==> src/rtl/fpga_cfg_pkg.sv <==
// Shared state encoding, CRC constants and the CRC step function
// used by the configuration-chain loader.
package fpga_cfg_pkg;

  typedef enum logic [2:0] {
    ST_IDLE  = 3'd0,
    ST_FETCH = 3'd1,
    ST_LOW   = 3'd2,
    ST_HIGH  = 3'd3,
    ST_DONE  = 3'd4
  } cfg_state_e;

  localparam logic [15:0] CRC_POLY = 16'h1021;
  localparam logic [15:0] CRC_INIT = 16'hFFFF;

  // One bit of CRC-16-CCITT, MSB-first feedback, no reflection.
  function automatic logic [15:0] crc16_step(input logic [15:0] crc, input logic din);
    logic fb;
    fb = crc[15] ^ din;
    crc16_step = {crc[14:0], 1'b0} ^ (fb ? CRC_POLY : 16'h0000);
  endfunction

endpackage

==> src/rtl/fpga_cfg_loader_crc16.sv <==
// Bit-serial CRC-16 signature register with synchronous clear and shift enable.
module cfg_crc16
  import fpga_cfg_pkg::*;
(
  input  logic        clk,
  input  logic        reset,
  input  logic        clear,
  input  logic        en,
  input  logic        din,
  output logic [15:0] crc
);

  logic [15:0] crc_r;

  // Signature register; a clear takes priority over a shift.
  always_ff @(posedge clk or posedge reset) begin
    if (reset) begin
      crc_r <= CRC_INIT;
    end else if (clear) begin
      crc_r <= CRC_INIT;
    end else if (en) begin
      crc_r <= crc16_step(crc_r, din);
    end else begin
      crc_r <= crc_r;
    end
  end

  assign crc = crc_r;

endmodule

==> src/rtl/fpga_cfg_loader.sv <==
// Byte-stream to fabric scan-chain serialiser: drives ccff_head with a divided
// prog_clk and keeps CRC signatures of the bits shifted in and out.
module fpga_cfg_loader
  import fpga_cfg_pkg::*;
#(
  parameter int CHAIN_LEN = 1024,
  parameter int CLK_DIV   = 2,
  parameter int LSB_FIRST = 1
) (
  input  logic                           clk,
  input  logic                           reset,
  input  logic                           start,
  input  logic [7:0]                     cfg_data,
  input  logic                           cfg_valid,
  output logic                           cfg_ready,
  output logic                           prog_clk,
  output logic                           ccff_head,
  input  logic                           ccff_tail,
  output logic                           busy,
  output logic                           done,
  output logic [$clog2(CHAIN_LEN+1)-1:0] bit_count,
  output logic [15:0]                    crc_head,
  output logic [15:0]                    crc_tail
);

  localparam int CW = $clog2(CHAIN_LEN + 1);
  localparam int RW = (CW > 4) ? CW : 4;
  localparam int DW = (CLK_DIV > 1) ? $clog2(CLK_DIV) : 1;
  localparam logic [DW-1:0] DIV_LAST = DW'(CLK_DIV - 1);
  localparam logic [CW-1:0] LAST_BIT = CW'(CHAIN_LEN - 1);
  localparam logic [RW-1:0] CHAIN_RW = RW'(CHAIN_LEN);

  cfg_state_e    state_r, state_nx_s;
  logic [DW-1:0] div_cnt_r, div_nx_s;
  logic [7:0]    byte_r, byte_nx_s;
  logic [3:0]    bits_left_r, bits_left_nx_s;
  logic [CW-1:0] bit_count_r, bit_count_nx_s;
  logic          ccff_head_r, head_nx_s;
  logic          prog_clk_r, cfg_ready_r, busy_r, done_r;
  logic          crc_clr_s, crc_en_s, div_last_s;
  logic [RW-1:0] remain_s;
  logic [3:0]    first_bits_s;

  // Bit that goes onto the chain next from a byte aligned by drop_bit.
  function automatic logic lead_bit(input logic [7:0] b);
    lead_bit = (LSB_FIRST != 0) ? b[0] : b[7];
  endfunction

  function automatic logic [7:0] drop_bit(input logic [7:0] b);
    drop_bit = (LSB_FIRST != 0) ? {1'b0, b[7:1]} : {b[6:0], 1'b0};
  endfunction

  assign div_last_s   = (div_cnt_r == DIV_LAST);
  assign remain_s     = CHAIN_RW - RW'(bit_count_r);
  // A short final byte uses only the bits the chain still needs.
  assign first_bits_s = (remain_s >= RW'(8)) ? 4'd8 : remain_s[3:0];

  // Next-state and datapath decode.
  always_comb begin
    state_nx_s     = state_r;
    div_nx_s       = div_cnt_r;
    byte_nx_s      = byte_r;
    bits_left_nx_s = bits_left_r;
    bit_count_nx_s = bit_count_r;
    head_nx_s      = ccff_head_r;
    crc_clr_s      = 1'b0;
    crc_en_s       = 1'b0;
    case (state_r)
      ST_IDLE, ST_DONE: begin
        if (start) begin
          state_nx_s     = ST_FETCH;
          bit_count_nx_s = {CW{1'b0}};
          crc_clr_s      = 1'b1;
        end else begin
          state_nx_s = state_r;
        end
      end
      ST_FETCH: begin
        if (cfg_valid && cfg_ready_r) begin
          state_nx_s     = ST_LOW;
          div_nx_s       = {DW{1'b0}};
          head_nx_s      = lead_bit(cfg_data);
          byte_nx_s      = drop_bit(cfg_data);
          bits_left_nx_s = first_bits_s;
        end else begin
          state_nx_s = ST_FETCH;
        end
      end
      ST_LOW: begin
        if (div_last_s) begin
          state_nx_s = ST_HIGH;
          div_nx_s   = {DW{1'b0}};
          crc_en_s   = 1'b1;
        end else begin
          div_nx_s = div_cnt_r + DW'(1);
        end
      end
      ST_HIGH: begin
        if (div_last_s) begin
          div_nx_s       = {DW{1'b0}};
          bit_count_nx_s = bit_count_r + CW'(1);
          bits_left_nx_s = bits_left_r - 4'd1;
          if (bit_count_r == LAST_BIT) begin
            state_nx_s = ST_DONE;
          end else if (bits_left_r != 4'd1) begin
            state_nx_s = ST_LOW;
            head_nx_s  = lead_bit(byte_r);
            byte_nx_s  = drop_bit(byte_r);
          end else begin
            state_nx_s = ST_FETCH;
          end
        end else begin
          div_nx_s = div_cnt_r + DW'(1);
        end
      end
      default: begin
        state_nx_s = ST_IDLE;
      end
    endcase
  end

  // State, datapath and output registers; outputs decode the next state so
  // prog_clk is a clean flop output.
  always_ff @(posedge clk or posedge reset) begin
    if (reset) begin
      state_r     <= ST_IDLE;
      div_cnt_r   <= {DW{1'b0}};
      byte_r      <= 8'h00;
      bits_left_r <= 4'd0;
      bit_count_r <= {CW{1'b0}};
      ccff_head_r <= 1'b0;
      prog_clk_r  <= 1'b0;
      cfg_ready_r <= 1'b0;
      busy_r      <= 1'b0;
      done_r      <= 1'b0;
    end else begin
      state_r     <= state_nx_s;
      div_cnt_r   <= div_nx_s;
      byte_r      <= byte_nx_s;
      bits_left_r <= bits_left_nx_s;
      bit_count_r <= bit_count_nx_s;
      ccff_head_r <= head_nx_s;
      prog_clk_r  <= (state_nx_s == ST_HIGH);
      cfg_ready_r <= (state_nx_s == ST_FETCH);
      busy_r      <= (state_nx_s == ST_FETCH) || (state_nx_s == ST_LOW) ||
                     (state_nx_s == ST_HIGH);
      done_r      <= (state_nx_s == ST_DONE);
    end
  end

  // Tail is sampled just before the rising prog_clk edge shifts the chain.
  cfg_crc16 u_crc_head (
    .clk   (clk),
    .reset (reset),
    .clear (crc_clr_s),
    .en    (crc_en_s),
    .din   (ccff_head_r),
    .crc   (crc_head)
  );

  cfg_crc16 u_crc_tail (
    .clk   (clk),
    .reset (reset),
    .clear (crc_clr_s),
    .en    (crc_en_s),
    .din   (ccff_tail),
    .crc   (crc_tail)
  );

  assign prog_clk  = prog_clk_r;
  assign ccff_head = ccff_head_r;
  assign cfg_ready = cfg_ready_r;
  assign busy      = busy_r;
  assign done      = done_r;
  assign bit_count = bit_count_r;

endmodule

==> config.mk <==
export PLATFORM = sky130hd
export DESIGN_NAME = fpga_cfg_loader
export DESIGN_NICKNAME = d
export VERILOG_FILES = /design/src/rtl/fpga_cfg_pkg.sv /design/src/rtl/fpga_cfg_loader_crc16.sv /design/src/rtl/fpga_cfg_loader.sv
export SDC_FILE = /design/constraint.sdc
export NUM_CORES = 1
export LEC_CHECK = 0
export CAP_MARGIN = 20
export CORE_MARGIN = 2
export CORE_UTILIZATION = 40
export CTS_CLUSTER_DIAMETER = 200
export DETAILED_ROUTE_END_ITERATION = 7
export SLEW_MARGIN = 20
export SYNTH_ARGS = -nofsm -noshare
export SYNTH_HDL_FRONTEND = slang
export SYNTH_SLANG_ARGS = --single-unit
==> constraint.sdc <==
create_clock -name clk -period 3.8 [get_ports clk]
set_input_delay 0.76 -clock clk [delete_from_list [all_inputs] [get_ports clk]]
set_output_delay 0.76 -clock clk [all_outputs]
set_load 0.05 [all_outputs]
Word-level counts from Yosys, hierarchy flattened
Cells that the tools add are included.
{"block": "op_classes", "n_addsub": 4, "order_cmp": 1, "n_eq_ne": 15, "mux": 37, "bitwise": 4, "n_reduce_logical": 14}
{"cell": "$mux W16", "count": 4}
{"cell": "$mux W8", "count": 4}
{"cell": "$xor A16 B16 Y16", "count": 2}
{"cell": "$mux W13", "count": 2}
{"cell": "$mux W11", "count": 2}
{"cell": "$pmux W11 S2", "count": 1}
{"cell": "$pmux W8 S2", "count": 1}
{"cell": "$eq A3 B2 Y1 const B", "count": 4}
{"cell": "$mux W3", "count": 4}
{"cell": "$mux W4", "count": 3}
{"cell": "$pmux W3 S4", "count": 1}
{"cell": "$add A11 B1 Y11 const B", "count": 1}
{"cell": "$eq A11 B10 Y1 const B", "count": 1}
{"cell": "$ge A11 B4 Y1 const B", "count": 1}
{"cell": "$sub A11 B11 Y11 const A", "count": 1}
{"cell": "$mux W1", "count": 10}
{"cell": "$ne A2 B2 Y1 const B", "count": 5}
{"cell": "$pmux W4 S2", "count": 1}
{"cell": "$reduce_bool A2 Y1", "count": 4}
{"cell": "$eq A3 B1 Y1 const B", "count": 2}
{"cell": "$eq A3 B3 Y1 const B", "count": 2}
{"cell": "$reduce_and A3 Y1", "count": 2}
{"cell": "$reduce_and A5 Y1", "count": 1}
{"cell": "$mux W2", "count": 2}
{"cell": "10 further kinds", "count": 14}
{"block": "totals", "regBits": 64, "input_bits": 13, "out_inout_bits": 48, "elab_cells": 87}

Depth between registers and ports, before layout
Gate-level depths: netlist of the first run.
{"block": "depth", "depth_word": 8, "ltp_mapped": 7, "mapped_depth_nobuf": 7}

By module
From an unflattened synthesis of the first run, not the netlist that was laid out.
{"block": "hier_totals", "cells_unflattened": 311, "area_unflattened_um2": 3330.7}
{"module": "fpga_cfg_loader", "instances": 1, "cells_each": 197, "area_each_um2": 1841.8, "seq_area_each_um2": 775.7}
{"module": "cfg_crc16", "instances": 2, "cells_each": 57, "area_each_um2": 744.5, "seq_area_each_um2": 420.4}

Least setup slack after synthesis of the first run
OpenSTA, ideal clock, no wires.
{"block": "synth_path", "kind": "register to register", "start": "reg bit_count_r[1], in the netlist bit_count[1]", "end": "reg byte_r[0]", "setup_ns": 0.128, "arrival_time_ns": 2.084, "t_required_ns": 3.672, "path_slack_ns": 1.589, "stages_incl_launch_ff": 8, "n_path_buf": 1, "period_less_slack_ns": 2.211, "path_cell_list": "dfrtp_1 -> ha_1 -> and4_1 -> nor4b_2 -> nor2_1 -> o21a_1 -> buf_2 -> mux2_1"}
{"block": "synth_between", "elab_chain_cells": 3}
{"item": "from (decl)", "line": "fpga_cfg_loader.sv:37", "text": "logic [CW-1:0] bit_count_r, bit_count_nx_s;"}
{"item": "from (signal assigned)", "line": "fpga_cfg_loader.sv:130", "text": "bit_count_r <= {CW{1'b0}};"}
{"item": "from (signal assigned)", "line": "fpga_cfg_loader.sv:141", "text": "bit_count_r <= bit_count_nx_s;"}
{"item": "$eq A11 B10 Y1", "line": "fpga_cfg_loader.sv:103", "text": "if (bit_count_r == LAST_BIT) begin"}
{"item": "$ne A2 B2 Y1 (no source line)"}
{"item": "$reduce_and A5 Y1 (no source line)"}
{"item": "to (signal assigned)", "line": "fpga_cfg_loader.sv:139", "text": "byte_r <= byte_nx_s;"}
{"item": "to (decl)", "line": "fpga_cfg_loader.sv:35", "text": "logic [7:0] byte_r, byte_nx_s;"}
No other way between the ends.
A chain may end at the register's enable or synchronous reset.

Final worst setup path of the first run
{"block": "layout_path", "start": "reg bit_count_r[3], in the netlist bit_count[3]", "end": "out bit_count[3]"}
{"item": "to (decl)", "line": "fpga_cfg_loader.sv:21", "text": "output logic [$clog2(CHAIN_LEN+1)-1:0] bit_count,"}
No word-level cell between the ends.

==> results by group, run 1 <==
Logic synthesis
  – Number of synthesis warnings: 0
  – Top_reg_cell synth: dfstp_2
  – Synth unique cells: 47
  – Async set-reset flop share out of synthesis: 1.00
  – Most common cell in the synthesized netlist: nand2_1
  – #FFs+latches synth: 63
  – Sequential area share after synthesis: 0.521
  – Yosys top cell area share: 0.271
  – Mapped Area: 3100 sq um
  – Post-synthesis average cell area: 9.64 sq um
  – Syn nets: 339
  – Commonest cells post-synth: nand2_1 (71), nand3_1 (34), dfstp_2 (32)
  – Cell taking the most area after synthesis: dfstp_2
  – Cell count after synthesis: 322
  – Number of flops mapped to enable cells by yosys: 0
  – Top post-synthesis cells by area: dfstp_2 (27%), dfrtp_1 (25%), nand2_1 (8.6%), nand3_1 (5.5%), xnor2_1 (3.4%)

CTS
  – CTS tree: yes
  – CTS sink cnt: 63
  – Root buffer cell: clkbuf_8
  – CTS HTree Levels: 3
  – Clk slew on worst S/H paths: 0.07 ns
  – # hold bufs at CTS: 0
  – Setup bufs post-CTS: 0
  – CTS Buf Count: 9
  – Worst skew pair latency: 0.34 ns
  – Max clock buf depth: 2
  – Resized cells post-CTS: 0

Global route
  – Number of antenna violations at the first check in global routing: 0
  – Grt total ovfl: 0
  – Total track usage: 0.170
  – Largest net degree at the start of global routing: 37
  – First-pass GRT wire length: 11500 microns
  – Vias in the first global route: 2369

Route
  – Vias per cell: 5.07
  – Wirelength per Cell: 13.9 microns
  – Initial DRC Count: 91
  – Via count: 2450
  – Final ANT Viol Nets: 0
  – DRC: 0
  – TritonRoute pass-1 iters: 4
  – Routed WL: 6730 microns

Power and ir drop
  – Sw Share: 0.468
  – Pwr/cell area: 1080 nW/um^2
  – Cell-internal power: 0.00227 W
  – Clock share of power: 0.143
  – Gate power share: 0.531
  – Static leakage: 1.69 nW
  – Peak supply drop: 483 uV
  – Switching pwr: 0.00200 W
  – Flop pwr share: 0.326

Final layout
  – Layout net count: 393
  – Antenna Cells: 0
  – Layout Cells excl Fill: 483
  – Share of post-route cells with drive strength above 1: 0.171
  – Area grow syn2layout: 27.9%

Die
  – Row count: 32
  – Initial core utilization: 0.408
  – Die height: 92.1 microns
  – Die area: 8480 sq um
  – Die W: 92.1 microns
  – Top Ports: 61
  – Core box area: 7610 sq um

Timing
  – Fin. max-slew vios: 0
  – Final TNS setup: 0 ns
  – Tightest Pin Transition: 1.04 ns
  – Hold Fails Final Rpt: 0
  – Period utilization: 0.673
  – RSZ-0062 raised after global routing: no
  – Final worst path period need: 2.56 ns
  – # setup viols final: 0
  – Slew headroom: 0.307
  – Peak Freq: 391 MHz
  – Final Skew: 0.0113 ns
  – WHS: 0.483 ns

Placement
  – Port Buffers: 60
  – Placed insts: 467
  – Placer congestion estimate: 0.757
  – Detail Placement HPWL: 4600 microns

Critical path
  – Delay of the slowest critical-path stage: 0.88 ns
  – CP required: 3.04 ns
  – Critical-path cell list: clkdlybuf4s50_1
  – Slowest-stage cell, CP: clkdlybuf4s50_1
  – CP Class: flop to output port
  – Buf/Inv on CP: 1
  – CP Max Fanout: 11
  – WP data arrival: 1.80 ns
  – Critical path's top delay family: buffers and inverters
  – CP Launch Type: flop
  – Setup crit end kind: output port

Run
  – Max-cap viol count: 0

Hold path
  – HP Class: flop to flop

Run status
  – Outcome: completed
[power groups by stage]
stage | clock (W) | combinational (W) | sequential (W)
6_report | 0.000611 | 0.00227 | 0.00139
2_1_floorplan | 0 | 0.00100 | 0.00206
5_1_grt | 0.000657 | 0.00246 | 0.00145
3_5_place_dp | 0 | 0.00228 | 0.00141
4_1_cts | 0.000629 | 0.00229 | 0.00140
3_3_place_gp | 0 | 0.00225 | 0.00140
[sequential cells by signal (all words and copies together) (netlist names)]
register        count
done                1
bit_count          11
state_r             3
cfg_ready           1
bits_left_r         4
prog_clk            1
byte_r              7
ccff_head           1
busy                1
div_cnt_r           1
u_crc_tail.crc     16
u_crc_head.crc     16
[layout by cell type, fill, tap and decap left out, types with 4 or more instances in the layout]
cell,synthesis,layout
dfrtp_1,31,31
xor2_1,6,6
a21oi_1,5,5
dfstp_2,32,32
clkdlybuf4s50_1,0,60
nand3_1,34,34
nand2_1,71,71
mux2_2,7,7
nor2_1,19,19
o21ai_1,6,6
inv_1,13,12
xnor2_1,12,12
ha_1,4,4
nor3_1,4,4
o21ai_0,7,7
mux2_1,7,7
clkbuf_8,0,9
o211ai_1,5,5
[area by class of cell]
cell class	count	area, sq um
clock buffers	11	153
clock inverters	5	55.1
fillers	710	3640
inverters	13	48.8
multi-input cells	226	1350
flip-flops and latches	63	1620
well taps	102	128
repair buffers	63	623
[cell families (layout without fill, tap and decap cells)]
logic type,count (synthesis),after routing,synth area share
simple gates,155,155,0.238
flops,63,63,0.521
compound gates,35,35,0.0774
buf+inv,33,92,0.0456
xor+xnor,18,18,0.0508
mux,14,14,0.0508
fa+ha+maj,4,4,0.0161
[per-layer routing]
metal | track usage | routed length (microns)
met5 | 0 | 0
met4 | 0.0535 | 59
met3 | 0.0534 | 314
met2 | 0.273 | 3290
met1 | 0.219 | 3060
[worst paths after layout]
kind,start,to,slack (ns),depth (start not counted)
worst max-delay path,bit_count[3],bit_count[3],1.24,1
worst min-delay path,byte_r[1],byte_r[1],0.48,1
worst max register to register,bit_count[0],byte_r[0],1.66,6
worst min register to register,byte_r[1],byte_r[1],0.48,1
max in group asynchronous,reset,u_crc_tail.crc[3],2.05,3
min in group asynchronous,reset,byte_r[2],0.86,2
[stage by stage]
step / utilization / instance area, sq um / total power (W) / setup slack [ns]
final: 0.522 / 3970 / 0.00427 / 1.24
after global routing: 0.522 / 3970 / 0.00457 / 1.19
after CTS: 0.522 / 3970 / 0.00432 / 1.22
after detailed placement: 0.494 / 3760 / 0.00369 / 1.18
after global placement: 0.494 / 3760 / 0.00365 / 1.20
after floorplan: - / 3100 / 0.00306 / 1.52
No activity file was read; power rests on OpenSTA's default activity.
==> run 2, diff against run 1 <==
--- a/config.mk
+++ b/config.mk
@@ -10,6 +10,7 @@
 export CORE_UTILIZATION = 40
 export CTS_CLUSTER_DIAMETER = 200
 export DETAILED_ROUTE_END_ITERATION = 7
+export PLACE_DENSITY = 0.67
 export SLEW_MARGIN = 20
 export SYNTH_ARGS = -nofsm -noshare
 export SYNTH_HDL_FRONTEND = slang
==> constraint.sdc (replaced) <==
create_clock -name clk -period 2.25 [get_ports clk]
set_input_delay 0.45 -clock clk [delete_from_list [all_inputs] [get_ports clk]]
set_output_delay 0.45 -clock clk [all_outputs]
set_load 0.05 [all_outputs]
==> run 2 against run 1 <==
  * Largest cell class unchanged
  * Power is 65% higher
  * Non-clock buffer count grew 9
  * Die area stayed put
  * Clock power rose by 34%
  * Worst setup slack got worse by 1.2 ns
  * Flip-flop and latch count unchanged
  * Register-to-register slack got worse by 1.5 ns
==> results by group, run 2 (same netlist as run 1, synthesis figures left out) <==
Run status
  – Outcome: completed

Critical path
  – Reg2Reg Capture Point: byte_r[5]
  – CP Launch Type: flop
  – Critical path's top delay family: buffers and inverters
  – Critical-path cell list: clkdlybuf4s50_1
  – CP Max Fanout: 9
  – Buf/Inv on CP: 1
  – Reg2Reg Depth: 6
  – Delay of the slowest critical-path stage: 0.87 ns
  – Reg2reg setup slack: 0.12 ns
  – Setup crit end kind: output port
  – CP Class: flop to output port
  – CP required: 1.80 ns
  – Reg2Reg Launch Point: bit_count[0]
  – Slowest-stage cell, CP: clkdlybuf4s50_1
  – WP data arrival: 1.75 ns

CTS
  – Root buffer cell: clkbuf_8
  – Worst skew pair latency: 0.34 ns
  – Resized cells post-CTS: 0
  – CTS tree: yes
  – CTS Buf Count: 9
  – Setup bufs post-CTS: 0
  – Clk slew on worst S/H paths: 0.07 ns
  – CTS HTree Levels: 3
  – # hold bufs at CTS: 0
  – CTS sink cnt: 63
  – Max clock buf depth: 2

Placement
  – Detail Placement HPWL: 4780 microns
  – DP Area: 3830 sq um
  – Placer congestion estimate: 0.795
  – Placed insts: 476
  – Port Buffers: 60
  – Place WS: 0.0959 ns

Die
  – Die area: 8480 sq um
  – Die height: 92.1 microns
  – Initial core utilization: 0.408
  – Core box area: 7610 sq um
  – Row count: 32
  – Top Ports: 61
  – Die W: 92.1 microns

Timing
  – Final worst path period need: 2.20 ns
  – RSZ-0062 raised after global routing: no
  – Tightest Pin Transition: 0.532 ns
  – # setup viols final: 0
  – Crit path setup slack, layout: 0.0546 ns
  – Slew headroom: 0.644
  – Final Skew: 0.00736 ns
  – Hold Fails Final Rpt: 0
  – Peak Freq: 455 MHz
  – Period utilization: 0.976
  – Final TNS setup: 0 ns
  – Fin. max-slew vios: 0

Route
  – Via count: 2531
  – Final ANT Viol Nets: 0
  – Vias per cell: 5.14
  – TritonRoute pass-1 iters: 4
  – Initial DRC Count: 104
  – Wirelength per Cell: 13.9 microns
  – DRC: 0
  – Routed WL: 6850 microns

Global route
  – Vias in the first global route: 2456
  – Total track usage: 0.169
  – Largest net degree at the start of global routing: 37
  – Grt total ovfl: 0
  – First-pass GRT wire length: 11400 microns
  – Number of antenna violations at the first check in global routing: 0

Power and ir drop
  – Pwr/cell area: 1770 nW/um^2
  – Static leakage: 1.72 nW
  – Peak supply drop: 800 uV
  – Pwr Total: 0.00707 W

Final layout
  – Layout Cells excl Fill: 492
  – Layout net count: 402
  – Area grow syn2layout: 28.5%
  – Commonest non-fill, non-tap cell in the layout: nand2_1
  – Share of post-route cells with drive strength above 1: 0.192
  – Commonest cells after routing, fill and taps aside: nand2_1 (71), clkdlybuf4s50_1 (60), nand3_1 (34), dfstp_2 (32), dfrtp_1 (29)
  – Final non-filler cell area: 3990 sq um
  – Antenna Cells: 0

Hold path
  – WHS Path Cells: 1
  – Min-delay src: byte_r[4]
  – HP Class: flop to flop
  – Worst hold endpoint: byte_r[4]

Run
  – Max-cap viol count: 0
-- run 2: changes by cell type in the layout (fill, tap and decap cells not counted), sizes merged --
cell	delta
clkinv	+3
buf	+9
clkinvlp	-2
bufinv	-1
-- run 2: cell type report --
type,count,area (sq um)
tap,102,128
sequential,63,1620
timing repair buffer,72,691
inverter,13,48.8
fill,732,3620
clock inverter,5,25.0
multi-input combinational,226,1350
clock buffer,11,131
-- run 2: report_power, final --
group | total (W) | switching [W] | internal, W | leakage, nW
clock | 0.000817 | 0.000427 | 0.000390 | 0.0866
sequential | 0.00231 | 0.000448 | 0.00186 | 0.725
combinational | 0.00394 | 0.00249 | 0.00145 | 0.907
total | 0.00707 | 0.00336 | 0.00371 | 1.72
-- run 2: worst max path at each step --
stage                     cells after the start            to    startpoint  slack (ns)
final                                         1  bit_count[2]  bit_count[2]        0.05
after global routing                          1  bit_count[6]  bit_count[6]       0.002
after CTS                                     1  bit_count[2]  bit_count[2]        0.05
after detailed placement                      5     byte_r[5]     cfg_valid         0.1
after global placement                        5     byte_r[5]     cfg_valid        0.17
after floorplan                               7     byte_r[0]  bit_count[1]        0.04
-- run 2: metrics by stage --
step                hold slack (ns)  utilization
global placement              0.464        0.503
floorplan                     0.454            -
CTS                           0.486        0.524
global route                  0.498        0.524
detailed placement            0.471        0.503
finish                        0.483        0.524
-- run 2: layer usage --
layer / share of wire / GRT usage / vias up
li1: - / - / 1222
met1: 0.44 / 0.210 / 1225
met2: 0.50 / 0.281 / 71
met3: 0.039 / 0.0427 / 13
met4: 0.016 / 0.0709 / 0
met5: 0 / 0 / -
==> variant (settings of run 2) <==
Change the parameter `LSB_FIRST` from 1 to 0.
--- a/src/rtl/fpga_cfg_loader.sv
+++ b/src/rtl/fpga_cfg_loader.sv
@@ -5,7 +5,7 @@
 #(
   parameter int CHAIN_LEN = 1024,
   parameter int CLK_DIV   = 2,
-  parameter int LSB_FIRST = 1
+  parameter int LSB_FIRST = 0
 ) (
   input  logic                           clk,
   input  logic                           reset,
Function: changed (a bounded check fails within 4 cycles, from zero or initial values and one cycle with reset high).
==> variant against run 2 <==
  * Clock power rose by 25%
  * Design area rose by 1.9%
  * Final cell count did not move
  * Routed wire length rose by 2.1%
  * Total power rose by 2.4%
  * Clock skew barely moved
  * Worst setup slack improved by 32 ps
  * Area after synthesis rose by 0.69%
  * Sequential cell count did not move
  * Largest cell class unchanged
  * Largest power group unchanged
==> variant: results (changes against run 2) <==
metric;value;unit;change
outcome;complete, no violations;;
final wirelength;6996;um;+2.1%
Reg2Reg Capture Point;bits_left_r[2];;
Setup crit start;bit_count[2];;
Placed Area;3852;um2;+0.62%
Max FO, Critical Path;9;;unchanged
R2R setup slack;150;ps;+30 ps
synth top area cells;dfstp_2, dfrtp_1, nand2_1, nand3_1, mux2_1;;
RR Startpoint;bit_count[0];;
CTS Buf Count;9;;unchanged
DR vias;2565;;+1.3%
Yosys Warn Count;0;;unchanged
# Max-Cap Violations;0;;unchanged
first-pass iteration count of the detailed router;4;;unchanged
placed cells;476;;unchanged
CP arrival;1710;ps;-40 ps
CTS Root Cell;clkbuf_8;;
CP max stage delay;870;ps;about the same
IO buf count;60;;unchanged
clock-pin slew on the worst setup and hold paths;70;ps;about the same
layout cell share with drive strength beyond 1;18.72;%;-0.51 points
HP Class;reg -> reg;;
P&R area growth vs syn;30.08;%;
Post-Place Worst Slack;99.27;ps;+3.407 ps
hpwl dp;4767;um;-0.22%
Ant. Diodes;0;;unchanged
Avg WL per Cell;14.22;um;+2.1%
post-CTS setup buffers;0;;unchanged
setup ws final;86.96;ps;+32.40 ps
share of flip-flops with an asynchronous set or reset;100.0;%;unchanged
Critical path destination;bit_count[2];;
DR iter-0 viols;81;;-22%
ys flop type;dfstp_2;;
antenna violations before repair;0;;unchanged
Worst Tran Pin Value;516.1;ps;-16.09 ps
Clk Latency, worst-skew pair;340;ps;about the same
Setup violations, final;0;;unchanged
Syn Nets;340;;+0.29%
number of fill cells;702;;-4.1%
Longest Clk Path Bufs;2;;unchanged
leakage;1.790;nW;+4.1%
H-tree depth;3;;unchanged
final setup skew;7.333;ps;-0.02787 ps
Peak supply drop;0.0006738;V;-16%
pin count of the biggest net entering global routing;64;;+73%
top cells by count, synth;nand2_1, nand3_1, dfstp_2;;
Pins Over Slew Limit;0;;unchanged
final RePlAce weighted congestion;0.7822;;-1.6%
first-pass GRT wire length;12080;um;+6.1%
Mapped Avg Cell Area;9.673;um2;+0.37%
Tot GR Track Use;17.85;%;+0.91 points
Slowest-stage cell, CP;clkdlybuf4s50_1;;
distinct cell type count after synthesis;48;;+2.1%
nets@finish;402;;unchanged
switching power total;3.367;mW;+0.19%
R2R depth;7;;+1
sequential-to-total area share from yosys stat;51.74;%;-0.35 points
Crit path max-delay family;buffers and inverters;;
-- variant: cell type report --
type | count | area share, %
inverter | 10 | 0.9236
timing repair buffer | 73 | 17.49
tap | 102 | 3.140
sequential | 63 | 39.78
clock inverter | 5 | 1.385
clock buffer | 11 | 3.725
multi-input combinational | 228 | 33.56
-- variant: routing by layer --
metal / wire length, um / vias to the layer above / GRT usage, % / part of all wire (%)
li1: - / 1224 / - / -
met1: 3285 / 1243 / 22.95 / 47
met2: 3220 / 79 / 28.16 / 46
met3: 286 / 19 / 3.499 / 4.1
met4: 204 / 0 / 10.20 / 2.9
met5: 0 / - / 0 / 0
-- variant: how the worst min path moves through the flow --
stage	cells after the start	slack [ps]	end	startpoint
floorplan	1	450	byte_r[2]	byte_r[2]
global placement	1	460	byte_r[6]	byte_r[6]
detailed placement	1	470	byte_r[7]	byte_r[7]
CTS	1	480	byte_r[7]	byte_r[7]
global route	1	510	byte_r[4]	byte_r[4]
finish	1	480	byte_r[7]	byte_r[7]
-- variant: power by group through the flow --
stage          Sequential [mW]  Clock, mW  Combinational (mW)
2_1_floorplan             3.46          0                1.67
3_3_place_gp              2.32          0                3.83
3_5_place_dp              2.34          0                3.90
4_1_cts                   2.33       1.04                3.91
5_1_grt                   2.41       1.10                4.19
6_report                  2.32       1.02                3.89
-- variant: cell families after synthesis --
group           share of synthesized area, %
buf+inv                                4.646
xor+xnor                               4.766
simple gates                           24.27
compound gates                         8.290
fa+ha+maj                              1.602
mux                                    4.686
flops                                  51.74
-- variant: timing repair --
item	CTS	global route
hold endpoints to repair	0	0
resized for setup	0	2
endpoints found under the setup margin	0	6
